[config.mk]
export PLATFORM = sky130hd
export DESIGN_NAME = simon_playback_sequencer
export DESIGN_NICKNAME = d
export VERILOG_FILES = /design/src/rtl/simon_playback_sequencer.sv
export SDC_FILE = /design/constraint.sdc
export NUM_CORES = 1
export LEC_CHECK = 0
export ABC_AREA = 1
export CORE_ASPECT_RATIO = 0.75
export CORE_MARGIN = 5
export CORE_UTILIZATION = 30
export CTS_BUF_LIST = sky130_fd_sc_hd__clkbuf_16
export DETAILED_ROUTE_END_ITERATION = 12
export HOLD_SLACK_MARGIN = 0.12
export PLACE_DENSITY = 0.59
export SLEW_MARGIN = 10
export SYNTH_ARGS = -nofsm -noshare
export SYNTH_HDL_FRONTEND = slang
export SYNTH_SLANG_ARGS = --single-unit
[constraint.sdc]
create_clock -name clk -period 2.2 [get_ports clk]
set_clock_uncertainty 0.1 [all_clocks]
set_input_delay 0.22 -clock clk [delete_from_list [all_inputs] [get_ports clk]]
set_output_delay 0.22 -clock clk [all_outputs]
set_load 0.03 [all_outputs]
[src/rtl/simon_playback_sequencer.sv]
// Simon light playback: fetches count patterns from memory and lights each for
// ON_TICKS cycles, followed by OFF_TICKS blank cycles, then pulses done.
//
// state | meaning
// IDLE  | waiting for start
// FETCH | read strobe for pattern[index]
// LOAD  | memory data valid, captured into leds on exit
// SHOW  | pattern lit for ON_TICKS cycles
// GAP   | leds blank for OFF_TICKS cycles, then next entry or DONE
// DONE  | one-cycle completion pulse
module simon_playback_sequencer #(
  parameter int ADDR_W    = 6,
  parameter int PAT_W     = 4,
  parameter int ON_TICKS  = 8,
  parameter int OFF_TICKS = 4
) (
  input  logic              clk,
  input  logic              rst,
  input  logic              start,
  input  logic              abort,
  input  logic [ADDR_W-1:0] count,
  output logic              mem_rd_en,
  output logic [ADDR_W-1:0] mem_addr,
  input  logic [PAT_W-1:0]  mem_rdata,
  output logic [PAT_W-1:0]  leds,
  output logic              busy,
  output logic              done
);

  localparam int TICK_MAX = (ON_TICKS > OFF_TICKS) ? ON_TICKS : OFF_TICKS;
  localparam int TICK_W   = (TICK_MAX > 1) ? $clog2(TICK_MAX) : 1;
  localparam logic [TICK_W-1:0] ON_LAST  = TICK_W'(ON_TICKS - 1);
  localparam logic [TICK_W-1:0] OFF_LAST = TICK_W'(OFF_TICKS - 1);

  typedef enum logic [2:0] {
    IDLE,
    FETCH,
    LOAD,
    SHOW,
    GAP,
    DONE
  } state_t;

  state_t              state;
  state_t              state_next;
  logic [ADDR_W-1:0]   index;
  logic [ADDR_W-1:0]   cnt_q;
  logic [TICK_W-1:0]   tick;
  logic [ADDR_W:0]     index_plus;
  logic                more;
  logic                accept;
  logic                kill;

  // one extra bit so index+1 never wraps when count is all ones
  assign index_plus = {1'b0, index} + 1'b1;
  assign more       = index_plus < {1'b0, cnt_q};
  assign accept     = (state == IDLE) && start && !abort;
  assign kill       = (state != IDLE) && abort;

  always_ff @(posedge clk or negedge rst) begin
    if (!rst) state <= IDLE;
    else      state <= state_next;
  end

  always_comb begin
    state_next = state;
    mem_rd_en  = 1'b0;
    done       = 1'b0;
    busy       = 1'b1;
    mem_addr   = index;
    case (state)
      IDLE: begin
        busy = 1'b0;
        if (accept) state_next = (count == '0) ? DONE : FETCH;
      end
      FETCH: begin
        mem_rd_en  = 1'b1;
        state_next = LOAD;
      end
      LOAD: state_next = SHOW;
      SHOW: if (tick == ON_LAST) state_next = GAP;
      GAP:  if (tick == OFF_LAST) state_next = more ? FETCH : DONE;
      DONE: begin
        done       = 1'b1;
        state_next = IDLE;
      end
      default: state_next = IDLE;
    endcase
    if (kill) state_next = IDLE;
  end

  always_ff @(posedge clk or negedge rst) begin
    if (!rst) begin
      index <= '0;
      cnt_q <= '0;
      tick  <= '0;
      leds  <= '0;
    end else if (kill) begin
      index <= '0;
      tick  <= '0;
      leds  <= '0;
    end else begin
      case (state)
        IDLE: begin
          if (accept) begin
            cnt_q <= count;
            index <= '0;
            tick  <= '0;
            leds  <= '0;
          end
        end
        LOAD: begin
          leds <= mem_rdata;
          tick <= '0;
        end
        SHOW: begin
          if (tick == ON_LAST) begin
            tick <= '0;
            leds <= '0;
          end else begin
            tick <= tick + 1'b1;
          end
        end
        GAP: begin
          if (tick == OFF_LAST) begin
            tick  <= '0;
            index <= index + 1'b1;
          end else begin
            tick <= tick + 1'b1;
          end
        end
        DONE: leds <= '0;
        default: ;
      endcase
    end
  end

endmodule

# After elaboration in Yosys (flattened, before gate mapping)
# Index checks and enable logic that the tools add are counted.
[op_classes]
n_bitwise = 1
eq_ne = 10
order_cmp = 1
n_addsub = 3
n_mux = 23
reduce_logical = 15
[op_table]
columns = ["op", "count"]
rows = [
  ["$mux W3", 10],
  ["$mux W6", 3],
  ["$pmux W4 S4", 1],
  ["$pmux W3 S5", 1],
  ["$mux W4", 3],
  ["$pmux W3 S4", 1],
  ["$pmux W6 S2", 1],
  ["$reduce_and A3 Y1", 4],
  ["$reduce_bool A5 Y1", 2],
  ["$eq A3 B2 Y1 const B", 3],
  ["$eq A3 B3 Y1 const B", 3],
  ["$ne A3 B3 Y1 const B", 3],
  ["$add A6 B1 Y7 const B", 1],
  ["$lt A7 B6 Y1", 1],
  ["$add A6 B1 Y6 const B", 1],
  ["$logic_not A6 Y1", 1],
  ["$reduce_bool A3 Y1", 2],
  ["$add A3 B1 Y3 const B", 1],
  ["$eq A3 B1 Y1 const B", 1],
  ["$logic_and A1 B1 Y1", 3],
  ["$logic_not A3 Y1", 1],
  ["$mux W1", 3],
  ["$reduce_and A2 Y1", 1],
  ["$logic_not A1 Y1", 1],
  ["$not A1 Y1", 1],
]
[totals]
inputBits = 14
word_cells = 58
output_inout_bits = 13
ff_bits = 22

# Longest topological paths before layout
# Gate-level depths: netlist (run 1).
[depth]
depth_word = 6
ltp_mapped = 15
mapped_depth_nobuf = 15

# Least setup slack after synthesis (run 1)
# OpenSTA, ideal clock, no wires.
[synth_path]
path_type = "register -> register"
startpoint = "register index[0], in the netlist mem_addr[0]"
endpoint = "register state[2]"
path_slack_ns = 0.120
path_stages_with_launch = 16
t_arrival_ns = 1.863
synth_period_minus_slack_ns = 2.080
setup_time_ns = 0.117
cell_sequence = "dfrtp_1 ha_1 nand3_1 xor2_1 inv_1 ha_1 nand2_1 nand2_1 nand2_1 nand2_1 nor2_1 nand2_1 nand2_1 nand2_1 nand2_1 nand2_1"
[synth_between]
elab_chain_cells = 6
[synth_lines]
columns = ["item", "line_no", "source"]
rows = [
  ["start, declared", "46", "logic [ADDR_W-1:0] index;"],
  ["start signal, assigned", "127", "index <= index + 1'b1;"],
  ["$add A6 B1 Y7", "55", "assign index_plus = {1'b0, index} + 1'b1;"],
  ["$lt A7 B6 Y1", "56", "assign more = index_plus < {1'b0, cnt_q};"],
  ["$mux W3 (2 in a row)", "82", "GAP: if (tick == OFF_LAST) state_next = more ? FETCH : DONE;"],
  ["$pmux W3 S5", "71", "case (state)"],
  ["$mux W3", "89", "if (kill) state_next = IDLE;"],
  ["end signal, assigned", "62", "else state <= state_next;"],
  ["end, declared", "44", "state_t state;"],
]
# Every way passes these cells. The select of a mux whose other input is x is not followed.
# A chain may end at the register's enable or synchronous reset.

# Final worst setup path (run 1)
[layout_path]
startpoint = "register index[2], in the netlist mem_addr[2]"
endpoint = "register state[2]"
# The elaborated chain is that of the path after synthesis.

==> results of run 1 <==
-- metrics by stage --
| step | std cells | power (mW) |
|---|---|---|
| 2_1_floorplan | 169 | 1.20 |
| 3_3_place_gp | 252 | 1.44 |
| 3_5_place_dp | 252 | 1.45 |
| 4_1_cts | 256 | 1.85 |
| 5_1_grt | 257 | 1.98 |
| 6_report | 257 | 1.83 |
-- worst max-delay path, cell delays in order (launching register included) --
cell and delay, ns:
dfrtp_1 0.45, nand3_1 0.15, nor3_1 0.21, xor2_1 0.27, ha_1 0.30, and3_1 0.15
nand2_1 0.06, nand2_1 0.05, nand2_1 0.05, nand2_1 0.05, nand2_1 0.05, nand2_1 0.04
-- timing repair --
item / CTS / global route
setup endpoints to repair: 0 / 1
hold endpoints to repair: 0 / 0
setup buffers: 0 / 1
resized for setup: 0 / 5
-- synth_stat cells (all sizes together) (2+ instances only) --
library cell   n
a21oi          3
dfrtp         22
ha            10
inv           30
nand2         47
nand3         14
nor2          14
o21ai         17
o22ai          2
xor2           4
-- routing by layer --
metal | up-vias | wire, µm | GRT usage [%]
li1 | 593 | - | -
met1 | 500 | 1520 | 15.0
met2 | 32 | 1220 | 16.4
met3 | 2 | 203 | 3.44
met4 | 0 | 19 | 2.30
met5 | - | 0 | 0
-- registers in the layout (all words and copies together), names as in the netlist --
register,cells
mem_addr,6
state,3
cnt_q,6
leds,4
tick,3
-- cell type report --
type                    instances  area (µm²)
clock buffers                   3        75.1
clock inverters                 1        3.75
fillers                       462        2630
inverters                      30         113
multi-input cells             116         719
flip-flops and latches         22         552
well taps                      57        71.3
repair buffers                 28         275
-- worst min-delay path by stage --
stage	depth (start not counted)	endpoint	startpoint	slack, ns
2_1_floorplan	0	cnt_q[0]$_DFFE_PN0P_	rst	-0.18
3_3_place_gp	2	leds[2]$_DFFE_PN0P_	leds[2]$_DFFE_PN0P_	0.37
3_5_place_dp	2	leds[3]$_DFFE_PN0P_	leds[3]$_DFFE_PN0P_	0.37
6_report	2	cnt_q[5]$_DFFE_PN0P_	rst	0.21
5_1_grt	2	cnt_q[5]$_DFFE_PN0P_	rst	0.25
4_1_cts	2	cnt_q[5]$_DFFE_PN0P_	rst	0.22
-- logic make-up after synthesis --
kind of cell | count (synthesis) | synth area share (%)
AND/OR/NAND/NOR | 77 | 28.5
adder cells (fa/ha/maj) | 10 | 9.14
AO/OA/AOI/OAI | 24 | 9.69
buffers and inverters | 31 | 9.05
flip-flops | 22 | 40.2
XOR/XNOR | 4 | 2.56
multiplexers | 1 | 0.823
-- power groups by stage --
stage                     sequential (mW)  clock, mW  combinational (mW)
after floorplan                     0.641          0               0.558
after global placement              0.607          0               0.838
after detailed placement            0.608          0               0.842
after CTS                           0.602      0.401               0.850
after global routing                0.618      0.413               0.948
final                               0.603      0.385               0.844
==> impl_metrics.yaml, run 1 <==
status:
  outcome: "completed"
final_layout:
  nets: 225
  postLayoutCoreUtil_pct: 40.7
  n_antenna_cell: 0
  syn_to_final_growth_pct: 32.2
  design_area_um2: 1810
  drive_gt1_share_pct: 12.5
  final_common_cell: "nand2_1"
  final_cell_mix: "nand2_1 (41), inv_1 (28), clkdlybuf4s50_1 (26)"
detailed_routing:
  routedWlPerCell_um: 11.5
  drt_iter0_drc: 108
  vias_per_cell: 4.39
  postRouteWirelength_um: 2950
  ant_nets: 0
  via_count: 1127
  drc_errors: 0
  dr.pass1.iters: 4
synth:
  syn_inst: 169
  synth_area_leaders: "dfrtp_1 (40%), nand2_1 (11%), ha_1 (9.1%), inv_1 (7.7%), o21ai_0 (4.4%)"
  synth_top_cell_area_share_pct: 40.2
  syn_nets: 193
  seq_area_frac_synth_pct: 40.2
  synth_area_um2: 1370
  synth-edff-count: 0
  ys_warn_count: 0
  yosys_register_bits: 22
  synth_cell_type_count: 25
  synth-async-reset-ratio_pct: 100
  synth_area_per_cell_um2: 8.10
  synth_top_area_cell: "dfrtp_1"
  synthFlopType: "dfrtp_1"
clock_tree:
  clk_latency_ns: 0.25
  cts_hold_buf: 0
  cts_buffer_depth: 2
  cts-htree-levels: 1
  cts_buffers: 3
  path_clk_slew_ns: 0.06
  cts.sinks: 22
  cts_tree: "built"
  cts-root-buf: "clkbuf_16"
die:
  die_w_um: 88.0
  die_h_um: 68.5
  start_util_pct: 30.8
  rows: 21
  core_um2: 4440
  dieArea_um2: 6030
  io_pins: 27
sta:
  timing.final.crit_share_pct: 92.7
  slew_violations: 0
  tns_ns: 0
  whs_ns: 0.212
  fmax_mhz: 490
  min_period_ns: 2.04
  tightest_slew_ns: 0.310
  rsz0062_at_grt: "no"
  finalWorstSetupSlack_ns: 0.160
  max_slew_margin_pct: 79.2
  setup_viol: 0
  hold_viol_final: 0
pwr:
  powerDensity_nw_per_um2: 1010
  swShare_pct: 41.6
  clock_power_share_pct: 21.0
  p_sw_mw: 0.761
  power_frac_comb_pct: 46.1
  leakage_nw: 0.922
  seq_power_share_pct: 32.9
  ir_drop_uv: 536
  internal-power_mw: 1.07
setup_path:
  endpoint: "state[2]$_DFFE_PN0P_"
  worstReg2RegStart: "mem_addr[2]$_DFFE_PN0P_"
  cp_data_arrival_time_ns: 2.09
  crit_type: "register to register"
  cp.required_ns: 2.25
  r2r_slack_ns: 0.16
  worstSetupStartpoint: "mem_addr[2]$_DFFE_PN0P_"
  rr_worst_depth: 11
  start_kind: "register"
  r2r_end: "state[2]$_DFFE_PN0P_"
  end_kind: "register"
  cp_max_fo: 5
place:
  placed_cell_area_um2: 1700
  gp_congestion: 0.837
  portBuffers: 26
  dp_slack_ns: 0.159
  dp_hpwl_um: 2250
global_routing:
  grt_pass1_vias: 1060
  grtUsageTotal_pct: 10.8
  antenna_found_initial: 0
  grt_max_degree: 23
  grt_pass1_wl_um: 4970
  grt-ovfl-total: 0
job:
  max_cap_violations: 0
worst_hold_path:
  hp-class: "primary input to asynchronous set/reset pin"
Power figures use the tool's default switching activity.
==> inputs of run 2 (changes only) <==
--- a/config.mk
+++ b/config.mk
@@ -10,3 +10,3 @@
 export CORE_MARGIN = 5
-export CORE_UTILIZATION = 30
+export CORE_UTILIZATION = 39
 export CTS_BUF_LIST = sky130_fd_sc_hd__clkbuf_16
@@ -14,3 +14,3 @@
 export HOLD_SLACK_MARGIN = 0.12
-export PLACE_DENSITY = 0.59
+export PLACE_DENSITY = 0.71
 export SLEW_MARGIN = 10
--- a/constraint.sdc
+++ b/constraint.sdc
@@ -4,2 +4,2 @@
 set_output_delay 0.22 -clock clk [all_outputs]
-set_load 0.03 [all_outputs]
+set_load 0.1 [all_outputs]
==> impl_metrics.yaml, run 2 (synthesized netlist as in run 1, its figures left out) <==
die:
  io_pins: 27
  die_h_um: 61.3
  dieArea_um2: 4810
  start_util_pct: 41.1
  die_w_um: 78.4
  rows: 18
  core_um2: 3330
place:
  placed_cell_area_um2: 1680
  gp_congestion: 0.829
  place_inst: 235
  portBuffers: 26
  dp_hpwl_um: 2190
  dp_slack_ns: 0.0526
detailed_routing:
  drc_errors: 0
  via_count: 1141
  postRouteWirelength_um: 2830
  drt_iter0_drc: 44
  ant_nets: 0
  dr.pass1.iters: 4
  vias_per_cell: 4.71
  routedWlPerCell_um: 11.7
pwr:
  power_frac_comb_pct: 53.3
  p_sw_mw: 1.04
  swShare_pct: 48.9
  ir_drop_uv: 477
  leakage_nw: 0.959
  clock_power_share_pct: 18.1
  internal-power_mw: 1.08
  seq_power_share_pct: 28.6
  powerDensity_nw_per_um2: 1170
  p_total_mw: 2.12
setup_path:
  end_kind: "register"
  crit_type: "register to register"
  cp_max_fo: 4
  cp_data_arrival_time_ns: 2.08
  cp.required_ns: 2.25
  r2r_slack_ns: 0.17
  start_kind: "register"
final_layout:
  final_cell_mix: "nand2_1 (41), inv_1 (29), dfrtp_1 (17)"
  drive_gt1_share_pct: 21.8
  final_common_cell: "nand2_1"
  regArea_um2: 562
  syn_to_final_growth_pct: 31.9
  postLayoutCoreUtil_pct: 54.2
  nets: 227
  design_area_um2: 1810
  n_antenna_cell: 0
  fillers: 312
  multi_input_area_um2: 719
  final_cells: 242
clock_tree:
  cts_tree: "built"
  cts_buffer_depth: 2
  cts_buffers: 3
  path_clk_slew_ns: 0.06
  clk_latency_ns: 0.25
  cts_hold_buf: 0
  cts-root-buf: "clkbuf_16"
  cts.sinks: 22
  cts-htree-levels: 1
global_routing:
  antenna_found_initial: 0
  grt_pass1_vias: 998
  grt_max_degree: 23
  grt-ovfl-total: 0
  grt_pass1_wl_um: 4580
  grtUsageTotal_pct: 12.4
job:
  max_cap_violations: 0
sta:
  max_slew_margin_pct: 80.5
  tns_ns: 0
  setup_viol: 0
  hold_viol_final: 0
  slew_violations: 0
  timing.final.crit_share_pct: 92.2
  tightest_slew_ns: 0.292
  whs_ns: 0.212
  fmax_mhz: 493
  min_period_ns: 2.03
  finalWorstSetupSlack_ns: 0.171
worst_hold_path:
  hp-class: "primary input to asynchronous set/reset pin"
status:
  outcome: "completed"
-- run 2: cell types whose count changed in the layout (fill, tap and decap cells not counted), sizes merged --
cell	before	now
buf	2	17
clkdlybuf4s50	26	13
clkinv	1	0
inv	30	31
-- run 2: critical path, stage by stage (launching register included) --
cell and delay [ns]:
dfrtp_4 0.50, ha_4 0.18, nand3_2 0.09, xor2_2 0.16, inv_1 0.07, ha_1 0.28, nand2_1 0.07, nand2_1 0.04
nand2_1 0.05, nand2_1 0.04, nor2_1 0.08, nand2_1 0.06, nand2_1 0.05, nand2_1 0.04, nand2_1 0.05, nand2_1 0.04
-- run 2: layout make-up --
class	count	share of cell area [%]
Clock inverter	1	0.208
Inverter	30	6.24
Sequential cell	22	31.1
Multi-Input combinational cell	116	39.8
Clock buffer	3	4.16
Tap cell	40	2.77
Timing Repair Buffer	30	15.7
-- run 2: path summary, 6_finish.rpt --
check / start / to / depth (start not counted)
setup / recovery: mem_addr[1]$_DFFE_PN0P_ / state[2]$_DFFE_PN0P_ / 15
hold / removal: rst / tick[0]$_DFFE_PN0P_ / 2
setup reg to reg: mem_addr[1]$_DFFE_PN0P_ / state[2]$_DFFE_PN0P_ / 15
hold reg to reg: leds[1]$_DFFE_PN0P_ / leds[1]$_DFFE_PN0P_ / 2
max in group asynchronous: rst / mem_addr[0]$_DFFE_PN0P_ / 2
min in group clk: leds[1]$_DFFE_PN0P_ / leds[1]$_DFFE_PN0P_ / 2
-- run 2: what timing repair did --
action	CTS	global route
buffers inserted	0	3
resized for setup	0	4
endpoints found under the setup margin	0	1
-- run 2: layer usage --
layer	GRT usage, %	routed length (µm)	vias up
met5	0	0	-
met3	4.39	157	5
met1	17.5	1470	518
li1	-	-	598
met2	17.9	1170	20
met4	3.74	30	0
-- run 2: power by group through the flow --
stage          Combinational, mW  Sequential (mW)  Clock (mW)
3_3_place_gp                1.13            0.605           0
2_1_floorplan              0.697            0.774           0
3_5_place_dp                1.14            0.609           0
6_report                    1.13            0.605       0.384
4_1_cts                     1.14            0.603       0.392
5_1_grt                     1.22            0.619       0.408
==> inputs of run 3 (changes only) <==
Settings changed: CORE_MARGIN 5 to 2, HOLD_SLACK_MARGIN 0.12 to 0.15.
==> impl_metrics.yaml, run 3 (synthesized netlist as in run 1, its figures left out) <==
global_routing:
  antenna_found_initial: 0
  grt-ovfl-total: 0
  grt_pass1_wl_um: 4880
  grt_max_degree: 23
  grtUsageTotal_pct: 15.4
  grt_pass1_vias: 1044
worst_hold_path:
  hp-class: "primary input to asynchronous set/reset pin"
setup_path:
  r2r_slack_ns: 0.09
  r2r_end: "state[2]$_DFFE_PN0P_"
  crit_family: "simple AND/OR/NAND/NOR gates"
  critPathMostFrequentCell: "nand2_1"
  crit_type: "register to register"
  slowest_delay_ns: 0.50
  end_kind: "register"
  critical_path.slowest_cell: "dfrtp_4"
  rr_worst_depth: 15
  cp.required_ns: 2.25
  path_cells: "ha_2 > nand3_2 > xor2_1 > inv_1 > ha_1 > nand2_1 > nand2_1 > nand2_1 > nand2_1 > nor2_1 > nand2_1 > nand2_1 > nand2_1 > nand2_1 > nand2_1"
  cp_max_fo: 5
  cp_data_arrival_time_ns: 2.16
  worstReg2RegStart: "mem_addr[0]$_DFFE_PN0P_"
  start_kind: "register"
  path_buf_inv: 1
detailed_routing:
  ant_nets: 0
  routedWlPerCell_um: 11.9
  postRouteWirelength_um: 2890
  drc_errors: 0
  via_count: 1140
  vias_per_cell: 4.71
  dr.pass1.iters: 4
  drt_iter0_drc: 58
sta:
  min_period_ns: 2.11
  setup_viol: 0
  hold_viol_final: 0
  slew_violations: 0
  finalWorstSetupSlack_ns: 0.0926
  max_slew_margin_pct: 80.9
  timing.final.crit_share_pct: 95.8
  tightest_slew_ns: 0.286
  whs_ns: 0.215
  fmax_mhz: 475
place:
  dp_hpwl_um: 2110
  place_inst: 235
  dp_slack_ns: 0.100
  gp_congestion: 0.808
  portBuffers: 26
die:
  dieArea_um2: 4000
  die_w_um: 72.4
  rows: 18
  io_pins: 27
  die_h_um: 55.3
  start_util_pct: 41.1
  core_um2: 3330
final_layout:
  n_antenna_cell: 0
  final_cell_mix: "nand2_1 (41), inv_1 (28), dfrtp_1 (17)"
  drive_gt1_share_pct: 21.3
  syn_to_final_growth_pct: 30.6
  final_cells: 242
  postLayoutCoreUtil_pct: 53.6
  final_common_cell: "nand2_1"
  nets: 227
pwr:
  powerDensity_nw_per_um2: 1200
  clock_power_share_pct: 18.3
  ir_drop_uv: 595
  leakage_nw: 0.952
  p_sw_mw: 1.06
  seq_power_share_pct: 28.4
  swShare_pct: 49.3
  internal-power_mw: 1.08
  power_frac_comb_pct: 53.3
clock_tree:
  clk_latency_ns: 0.26
  cts_tree: "built"
  cts_buffer_depth: 2
  cts-htree-levels: 1
  path_clk_slew_ns: 0.06
  cts-root-buf: "clkbuf_16"
  cts_buffers: 3
  cts.sinks: 22
status:
  outcome: "completed"
job:
  max_cap_violations: 0
-- run 3: cell types whose count changed in the layout (fill, tap and decap cells not counted) --
| cell | delta |
|---|---|
| clkinv_1 | +1 |
| ha_2 | +1 |
| ha_4 | -1 |
| inv_1 | -1 |
| xor2_1 | +1 |
| xor2_2 | -1 |
-- run 3: final cells by class --
type,count,area (µm²)
Clock buffer,3,75.1
Multi-Input combinational cell,116,702
Inverter,30,113
Sequential cell,22,562
Timing Repair Buffer,30,283
Tap cell,40,50.0
Fill cell,323,1550
Clock inverter,1,3.75
-- run 3: layer usage --
metal,track usage (%),wire (µm),share of wire (%),vias up
met4,3.17,23,0.80,0
li1,-,-,-,599
met3,4.56,200,6.9,7
met5,0,0,0,-
met1,23.2,1500,52,498
met2,21.9,1170,40,36
-- run 3: worst reg2reg max path: stages (launching register included) --
cell	delay, ns
dfrtp_4	0.50
ha_2	0.21
nand3_2	0.07
xor2_1	0.20
inv_1	0.07
ha_1	0.28
nand2_1	0.07
nand2_1	0.04
nand2_1	0.05
nand2_1	0.05
nor2_1	0.07
nand2_1	0.05
nand2_1	0.05
nand2_1	0.04
nand2_1	0.08
nand2_1	0.06
-- run 3: how the worst max path moves through the flow --
| stage | startpoint | endpoint | slack [ns] | cells after the start |
|---|---|---|---|---|
| 2_1_floorplan | state[2]$_DFFE_PN0P_ | mem_rd_en | 0.009 | 3 |
| 3_3_place_gp | mem_addr[0]$_DFFE_PN0P_ | state[2]$_DFFE_PN0P_ | 0.14 | 15 |
| 3_5_place_dp | mem_addr[0]$_DFFE_PN0P_ | state[2]$_DFFE_PN0P_ | 0.10 | 15 |
| 4_1_cts | mem_addr[0]$_DFFE_PN0P_ | state[2]$_DFFE_PN0P_ | 0.04 | 15 |
| 5_1_grt | mem_addr[0]$_DFFE_PN0P_ | state[2]$_DFFE_PN0P_ | -0.006 | 15 |
| 6_report | mem_addr[0]$_DFFE_PN0P_ | state[2]$_DFFE_PN0P_ | 0.09 | 15 |
-- run 3: per-stage QoR --
step,setup TNS (ns),total power [mW],cell area [µm²]
after global placement,0,1.73,1680
after floorplan,0,1.47,1380
final,0,2.14,1790
after detailed placement,0,1.74,1680
after CTS,0,2.14,1760
after global routing,-0.00607,2.28,1790
-- run 3: what timing repair did --
action	CTS	global route
buffers inserted	0	3
hold buffers	0	0
gates resized for setup	0	2
setup endpoints to repair	0	1
-- run 3: power by group through the flow --
stage / Combinational [mW] / Clock (mW) / Sequential [mW]
floorplan: 0.697 / 0 / 0.774
global placement: 1.13 / 0 / 0.607
detailed placement: 1.14 / 0 / 0.609
CTS: 1.14 / 0.395 / 0.603
global route: 1.24 / 0.412 / 0.621
finish: 1.14 / 0.391 / 0.607
